**config.mk**
```make
export PLATFORM = sky130hd
export DESIGN_NAME = fcims_seq_flat
export DESIGN_NICKNAME = d
export VERILOG_FILES = /design/src/rtl/fcims_seq_if.sv /design/src/rtl/fcims_seq.sv /design/src/flat_wrapper.sv
export SDC_FILE = /design/constraint.sdc
export NUM_CORES = 1
export LEC_CHECK = 0
export ABC_AREA = 1
export BUFFER_PORTS_ARGS = -buffer_cell sky130_fd_sc_hd__buf_2
export CAP_MARGIN = 40
export CORE_MARGIN = 8
export CORE_UTILIZATION = 60
export DETAILED_ROUTE_END_ITERATION = 10
export PLACE_DENSITY = 0.88
export SETUP_SLACK_MARGIN = 0.3
export SLEW_MARGIN = 20
export SYNTH_ARGS = -nofsm -noshare
export SYNTH_HDL_FRONTEND = slang
export SYNTH_SLANG_ARGS = --single-unit
```
**constraint.sdc**
```tcl
create_clock -name clk -period 5.4 [get_ports clk]
set_input_delay 1.08 -clock clk [delete_from_list [all_inputs] [get_ports clk]]
set_output_delay 1.08 -clock clk [all_outputs]
set_load 0.01 [all_outputs]
```
**src/rtl/fcims_seq_if.sv**
```systemverilog
// Request/response bus of the inventory sequencer.
//   master : request issuer / response consumer (drives req_*, rsp_ready)
//   slave  : fcims_seq (drives req_ready, rsp_*)
// Ports:
//   req_valid/req_ready : request handshake
//   req_op, req_item, req_qty, req_price : request fields
//   rsp_valid/rsp_ready : response handshake
//   rsp_status, rsp_count, rsp_amount    : response fields
interface fcims_seq_if #(
    parameter int ITEMS   = 4,
    parameter int CNT_W   = 8,
    parameter int PRICE_W = 8
);
    localparam int IW = (ITEMS > 2) ? $clog2(ITEMS) : 1;

    logic                     req_valid;
    logic                     req_ready;
    logic [1:0]               req_op;
    logic [IW-1:0]            req_item;
    logic [CNT_W-1:0]         req_qty;
    logic [PRICE_W-1:0]       req_price;
    logic                     rsp_valid;
    logic                     rsp_ready;
    logic [1:0]               rsp_status;
    logic [CNT_W-1:0]         rsp_count;
    logic [PRICE_W+CNT_W-1:0] rsp_amount;

    modport master (
        output req_valid, req_op, req_item, req_qty, req_price, rsp_ready,
        input  req_ready, rsp_valid, rsp_status, rsp_count, rsp_amount
    );

    modport slave (
        input  req_valid, req_op, req_item, req_qty, req_price, rsp_ready,
        output req_ready, rsp_valid, rsp_status, rsp_count, rsp_amount
    );
endinterface

```
**src/rtl/fcims_seq.sv**
```systemverilog
// Inventory sequencer: per-item stock and price registers, SELL / RESTOCK /
// SETPRICE / CLRTOTAL requests, iterative shift-add multiply for sale amounts,
// saturating running total and registered low-stock flags.
// Ports:
//   clk       : clock, rising edge
//   reset_n   : asynchronous active-low reset
//   bus       : fcims_seq_if.slave request/response bus
//   total     : running sales total (saturating)
//   total_sat : sticky saturation flag, cleared by CLRTOTAL or reset
//   low_stock : bit i set when stock[i] <= LOW_TH
//
// state | meaning
// IDLE  | waiting for a request, req_ready high
// CHECK | evaluate captured request, choose MUL or RESP
// MUL   | shift-add qty*price, one qty bit per cycle, LSB first
// RESP  | response held until rsp_ready
module fcims_seq #(
    parameter int ITEMS   = 4,
    parameter int CNT_W   = 8,
    parameter int PRICE_W = 8,
    parameter int TOTAL_W = 16,
    parameter int LOW_TH  = 2
) (
    input  logic               clk,
    input  logic               reset_n,
    fcims_seq_if.slave         bus,
    output logic [TOTAL_W-1:0] total,
    output logic               total_sat,
    output logic [ITEMS-1:0]   low_stock
);
    localparam int IW  = (ITEMS > 2) ? $clog2(ITEMS) : 1;
    localparam int AW  = PRICE_W + CNT_W;
    localparam int BCW = $clog2(CNT_W + 1);
    localparam logic [IW:0]      ITEMS_L = (IW+1)'(ITEMS);
    localparam logic [CNT_W-1:0] LOW_L   = CNT_W'(LOW_TH);

    localparam logic [1:0] OP_SELL  = 2'b00;
    localparam logic [1:0] OP_RESTK = 2'b01;
    localparam logic [1:0] OP_SETPR = 2'b10;
    localparam logic [1:0] OP_CLR   = 2'b11;

    localparam logic [1:0] ST_OK  = 2'b00;
    localparam logic [1:0] ST_REJ = 2'b01;
    localparam logic [1:0] ST_OVF = 2'b10;
    localparam logic [1:0] ST_BAD = 2'b11;

    typedef enum logic [1:0] {IDLE, CHECK, MUL, RESP} state_t;

    state_t state, state_nxt;

    logic                 armed;
    logic [1:0]           op_q;
    logic [IW-1:0]        item_q;
    logic [CNT_W-1:0]     qty_q;
    logic [PRICE_W-1:0]   price_in_q;
    logic [CNT_W-1:0]     stock [ITEMS];
    logic [PRICE_W-1:0]   price [ITEMS];
    logic [AW-1:0]        acc;
    logic [AW-1:0]        mcand;
    logic [CNT_W-1:0]     qty_sh;
    logic [BCW-1:0]       bit_cnt;
    logic                 rsp_valid_q;
    logic [1:0]           rsp_status_q;
    logic [CNT_W-1:0]     rsp_count_q;
    logic [AW-1:0]        rsp_amount_q;

    logic                 accept;
    logic                 item_ok;
    logic [CNT_W-1:0]     cur_stock;
    logic [PRICE_W-1:0]   cur_price;
    logic [CNT_W:0]       restock_sum;
    logic [1:0]           chk_status;
    logic [AW-1:0]        acc_sum;
    logic [TOTAL_W:0]     total_sum;
    logic                 mul_last;

    assign bus.req_ready  = (state == IDLE) && armed;
    assign bus.rsp_valid  = rsp_valid_q;
    assign bus.rsp_status = rsp_status_q;
    assign bus.rsp_count  = rsp_count_q;
    assign bus.rsp_amount = rsp_amount_q;

    assign accept      = bus.req_valid && bus.req_ready;
    assign item_ok     = {1'b0, item_q} < ITEMS_L;
    assign restock_sum = {1'b0, cur_stock} + {1'b0, qty_q};
    assign acc_sum     = acc + (qty_sh[0] ? mcand : '0);
    assign total_sum   = {1'b0, total} + (TOTAL_W+1)'(acc_sum);
    assign mul_last    = (bit_cnt == '0);

    // Mux by comparison so an out-of-range index never reaches the arrays.
    always_comb begin
        cur_stock = '0;
        cur_price = '0;
        for (int i = 0; i < ITEMS; i++) begin
            if (item_ok && item_q == IW'(i)) begin
                cur_stock = stock[i];
                cur_price = price[i];
            end
        end
    end

    always_comb begin
        chk_status = ST_OK;
        if (!item_ok && op_q != OP_CLR) begin
            chk_status = ST_BAD;
        end else begin
            unique case (op_q)
                OP_SELL:  chk_status = (qty_q > cur_stock) ? ST_REJ : ST_OK;
                OP_RESTK: chk_status = restock_sum[CNT_W] ? ST_OVF : ST_OK;
                default:  chk_status = ST_OK;
            endcase
        end
    end

    always_ff @(posedge clk or negedge reset_n) begin
        if (!reset_n) state <= IDLE;
        else          state <= state_nxt;
    end

    always_comb begin
        state_nxt = state;
        unique case (state)
            IDLE:  if (accept) state_nxt = CHECK;
            CHECK: state_nxt = (op_q == OP_SELL && chk_status == ST_OK) ? MUL : RESP;
            MUL:   if (mul_last) state_nxt = RESP;
            RESP:  if (bus.rsp_ready) state_nxt = IDLE;
            default: state_nxt = IDLE;
        endcase
    end

    always_ff @(posedge clk or negedge reset_n) begin
        if (!reset_n) begin
            armed        <= 1'b0;
            op_q         <= '0;
            item_q       <= '0;
            qty_q        <= '0;
            price_in_q   <= '0;
            acc          <= '0;
            mcand        <= '0;
            qty_sh       <= '0;
            bit_cnt      <= '0;
            rsp_valid_q  <= 1'b0;
            rsp_status_q <= '0;
            rsp_count_q  <= '0;
            rsp_amount_q <= '0;
            total        <= '0;
            total_sat    <= 1'b0;
            low_stock    <= '1;
            for (int i = 0; i < ITEMS; i++) begin
                stock[i] <= '0;
                price[i] <= '0;
            end
        end else begin
            // ready is withheld until the first edge after reset release
            armed <= 1'b1;
            for (int i = 0; i < ITEMS; i++) begin
                low_stock[i] <= (stock[i] <= LOW_L);
            end
            unique case (state)
                IDLE: begin
                    if (accept) begin
                        op_q       <= bus.req_op;
                        item_q     <= bus.req_item;
                        qty_q      <= bus.req_qty;
                        price_in_q <= bus.req_price;
                    end
                end
                CHECK: begin
                    if (op_q == OP_SELL && chk_status == ST_OK) begin
                        acc     <= '0;
                        mcand   <= AW'(cur_price);
                        qty_sh  <= qty_q;
                        bit_cnt <= BCW'(CNT_W - 1);
                    end else begin
                        rsp_valid_q  <= 1'b1;
                        rsp_status_q <= chk_status;
                        rsp_amount_q <= '0;
                        rsp_count_q  <= (chk_status == ST_BAD || op_q == OP_CLR) ? '0 : cur_stock;
                        if (chk_status == ST_OK) begin
                            unique case (op_q)
                                OP_RESTK: begin
                                    for (int i = 0; i < ITEMS; i++) begin
                                        if (item_q == IW'(i)) stock[i] <= restock_sum[CNT_W-1:0];
                                    end
                                    rsp_count_q <= restock_sum[CNT_W-1:0];
                                end
                                OP_SETPR: begin
                                    for (int i = 0; i < ITEMS; i++) begin
                                        if (item_q == IW'(i)) price[i] <= price_in_q;
                                    end
                                end
                                OP_CLR: begin
                                    total     <= '0;
                                    total_sat <= 1'b0;
                                end
                                default: ;
                            endcase
                        end
                    end
                end
                MUL: begin
                    acc     <= acc_sum;
                    mcand   <= mcand << 1;
                    qty_sh  <= qty_sh >> 1;
                    bit_cnt <= bit_cnt - BCW'(1);
                    // final bit: commit the sale with the completed product
                    if (mul_last) begin
                        for (int i = 0; i < ITEMS; i++) begin
                            if (item_q == IW'(i)) stock[i] <= cur_stock - qty_q;
                        end
                        if (total_sum[TOTAL_W]) begin
                            total     <= '1;
                            total_sat <= 1'b1;
                        end else begin
                            total <= total_sum[TOTAL_W-1:0];
                        end
                        rsp_valid_q  <= 1'b1;
                        rsp_status_q <= ST_OK;
                        rsp_count_q  <= cur_stock - qty_q;
                        rsp_amount_q <= acc_sum;
                    end
                end
                RESP: begin
                    if (bus.rsp_ready) rsp_valid_q <= 1'b0;
                end
                default: ;
            endcase
        end
    end
endmodule

```
**src/flat_wrapper.sv**
```systemverilog
// flat-port wrapper written by rule: the top's interface ports become plain ports
module fcims_seq_flat 
#(
    parameter int ITEMS   = 4,
    parameter int CNT_W   = 8,
    parameter int PRICE_W = 8,
    parameter int TOTAL_W = 16,
    parameter int LOW_TH  = 2
)
  (clk, reset_n, total, total_sat, low_stock, bus_req_valid, bus_req_op, bus_req_item, bus_req_qty, bus_req_price, bus_rsp_ready, bus_req_ready, bus_rsp_valid, bus_rsp_status, bus_rsp_count, bus_rsp_amount);
  fcims_seq_if #(.ITEMS(ITEMS), .CNT_W(CNT_W), .PRICE_W(PRICE_W)) bus_i ();
  input  logic clk;
  input  logic reset_n;
  output logic [TOTAL_W-1:0] total;
  output logic total_sat;
  output logic [ITEMS-1:0] low_stock;
  input wire logic [$bits(bus_i.req_valid)-1:0] bus_req_valid;
  input wire logic [$bits(bus_i.req_op)-1:0] bus_req_op;
  input wire logic [$bits(bus_i.req_item)-1:0] bus_req_item;
  input wire logic [$bits(bus_i.req_qty)-1:0] bus_req_qty;
  input wire logic [$bits(bus_i.req_price)-1:0] bus_req_price;
  input wire logic [$bits(bus_i.rsp_ready)-1:0] bus_rsp_ready;
  output wire logic [$bits(bus_i.req_ready)-1:0] bus_req_ready;
  output wire logic [$bits(bus_i.rsp_valid)-1:0] bus_rsp_valid;
  output wire logic [$bits(bus_i.rsp_status)-1:0] bus_rsp_status;
  output wire logic [$bits(bus_i.rsp_count)-1:0] bus_rsp_count;
  output wire logic [$bits(bus_i.rsp_amount)-1:0] bus_rsp_amount;
  assign bus_i.req_valid = bus_req_valid;
  assign bus_i.req_op = bus_req_op;
  assign bus_i.req_item = bus_req_item;
  assign bus_i.req_qty = bus_req_qty;
  assign bus_i.req_price = bus_req_price;
  assign bus_i.rsp_ready = bus_rsp_ready;
  assign bus_req_ready = bus_i.req_ready;
  assign bus_rsp_valid = bus_i.rsp_valid;
  assign bus_rsp_status = bus_i.rsp_status;
  assign bus_rsp_count = bus_i.rsp_count;
  assign bus_rsp_amount = bus_i.rsp_amount;
  fcims_seq #(.ITEMS(ITEMS), .CNT_W(CNT_W), .PRICE_W(PRICE_W), .TOTAL_W(TOTAL_W), .LOW_TH(LOW_TH)) u_core (.clk(clk), .reset_n(reset_n), .bus(bus_i), .total(total), .total_sat(total_sat), .low_stock(low_stock));
endmodule
```
==> run summary <==
Ys async rst share: 1.00
Vias in the first global route: 8851
EDFF count, synth: 0
Routed Antenna Nets: 0
Die ar.: 21600 µm²
Yosys top cell area share: 0.426
Post-layout net count: 1448
Netlist cell types: 48
Cell Area, Synth: 10300 µm²
Post-cts sizing count: 0
GPL Wtd Cong: 0.980
Max IR drop VDD: 0.000483 V
Number of DRC markers in iteration 0: 791
Static leakage: 6.05 nW
Grt met3 use: 0.0437
Vias per cell: 5.71
Fmax: 0.230 GHz
Worst skew pair latency: 0.44 ns
Fin. max-slew vios: 0
Post-route DRC violation count: 0
Slew @ Worst Pin: 0.823 ns
Post-CTS setup buffers: 0
CTS buffer count: 17
Core Box Area: 17000 µm²
H-tree depth: 4
Critical path endpoint category: flop
Worst slew margin: 0.449
Maximum capacitance violations: 0
Drt wl/cell: 16.3 µm
Vias: 9152
Dpl cell area: 10800 µm²
Root Driver: clkbuf_16
Most Crowded Layer GR: met2
Detailed Place HPWL: 18.9 mm
# IOs: 73
Synth Warn #: 0
Non-Filler Instances: 1604
Final Total Pwr: 7.69 mW
CTS Hold Bufs: 0
Final Instance Area: 11400 µm²
Status: complete, no violations
Clock slew at reported path FFs: 0.07 ns
N_diodes: 0
Sequential area share after synthesis: 0.436
Initial antenna violation count: 0
CTS tree: done
Mapped Nets: 1394
Crit path kind: flop to flop
Startpoint types: flop
RSZ-0062 raised after global routing: false
Final Hold Viols: 0
CTS max path bufs: 2
DRT Pass-1 Iters: 5
Placed insts: 1570
CP arrival: 4.73 ns
Clk_skew: 0.0111 ns
Die Y-Extent: 147 µm
Final setup fails: 0
Most frequent cells in the layout: 369 x nand2_1, 175 x dfrtp_1, 147 x inv_1, 89 x nand3_1, 79 x nor2_1
Final min period: 4.35 ns
Post-route setup TNS: 0 ns
Horiz. Die Dim: 147 µm
Prevailing post-synth register cell: dfrtp_1
Cell count after synthesis: 1312
Initial core utilization: 0.605
Worst Hold Class: primary input to asynchronous set/reset pin
Layout area overhead: 10.8%
M1 GR Usage: 0.332
Clock sinks: 179
Global-route wire length before repair: 43.4 mm
Buffers on Ports: 72
FILL cells: 1345
GR Util All Layers: 0.244
Crit share post-route: 0.806
#FFs+latches synth: 179
Max FO, Critical Path: 17
Grt met2 use: 0.382
Final wirelength: 26.1 mm
Leading area contributor after synthesis: dfrtp_1
# rows: 48
Grt total ovfl: 0
WHS: 0.420 ns
Commonest non-fill, non-tap cell in the layout: nand2_1
Layout cells sized above 1: 0.122
Avg Inst Size Synth: 7.83 µm²
PD cells: 675 nW/µm²
WP data required: 5.78 ns
Synth top area cells: dfrtp_1 43%, nand2_1 13%, ha_1 6.6%
Largest net degree at the start of global routing: 94
-- layer usage --
| metal | vias to the layer above | share of wire |
|---|---|---|
| met1 | 4290 | 0.43 |
| met3 | 55 | 0.076 |
| met2 | 392 | 0.47 |
| met5 | - | 0 |
| li1 | 4415 | - |
| met4 | 0 | 0.023 |
-- state kept, by name, indices dropped and copies added, names as in the netlist, 16 cells and up --
register / flops
u_core.mcand: 16
u_core.price: 32
u_core.stock: 32
u_core.bus.rsp_amount: 16
u_core.total: 16
u_core.acc: 16
-- cells in the mapped netlist, drive strengths merged (4+ instances only) --
cell      n
a21oi    74
o211ai    5
inv     158
clkbuf   15
nor2     81
o31ai     8
fa        4
nand3    97
o21ai   127
dfstp     4
mux2     21
a31oi    13
buf      29
ha       54
a21o      4
nand2   372
nand4     9
xor2     13
o22ai    18
dfrtp   175
or2       6
-- critical path, stage by stage (launching register included) --
cell and delay (ns):
dfrtp_1 0.71, nand2_1 0.10, inv_1 0.09, ha_1 0.20, inv_1 0.06, fa_1 0.40, inv_1 0.11, nand3_1 0.08
nand3_1 0.17, a21oi_1 0.14, or2_2 0.30, nand3_1 0.07, nand2_1 0.10, ha_1 0.39, nand2_1 0.11, nor4_1 0.31
nand2_1 0.11, nand2_1 0.31, inv_1 0.24, nand3_1 0.16, nand2_1 0.06, nand2_1 0.06
-- path summary, 6_finish.rpt --
check	start	to	slack, ns	cells after the start
max	u_core.qty_sh[0]	u_core.total[13]	1.05	21
min	reset_n	u_core.total[11]	0.42	1
max reg2reg	u_core.qty_sh[0]	u_core.total[13]	1.05	21
min reg2reg	u_core.stock[10]	u_core.low_stock[2]	0.46	1
max in group asynchronous	reset_n	u_core.low_stock[0]	4.29	2
min in group clk	u_core.stock[10]	u_core.low_stock[2]	0.46	1
-- report_power, final --
group | switching [mW] | internal (mW)
clock | 0.556 | 0.705
sequential | 0.394 | 1.85
combinational | 2.85 | 1.33
total | 3.80 | 3.89
-- layout make-up --
type	count	area, µm²	share of cell area
inverters	158	598	0.0525
clock buffers	20	447	0.0392
repair buffers	79	452	0.0397
well taps	225	282	0.0247
clock inverters	12	145	0.0127
flip-flops and latches	179	4480	0.394
multi-input cells	931	4980	0.437
-- per-stage QoR --
step           worst slack [ns]   util
6_report                   1.05  0.670
3_5_place_dp               1.14  0.633
5_1_grt                   0.695  0.670
4_1_cts                    1.11  0.668
2_1_floorplan              2.01      -
3_3_place_gp               1.19  0.633
-- cell families (layout without fill, tap and decap cells) --
kind of cell    Yosys count  after routing  share of synthesized area
other cells               1              1                   0.000365
xor+xnor                 14             14                     0.0119
compound gates          262            262                      0.141
fa+ha+maj                58             58                     0.0735
mux                      21             21                     0.0230
buf+inv                 202            269                     0.0796
flops                   179            179                      0.436
simple gates            575            575                      0.234
(Power assumes the default switching activity.)
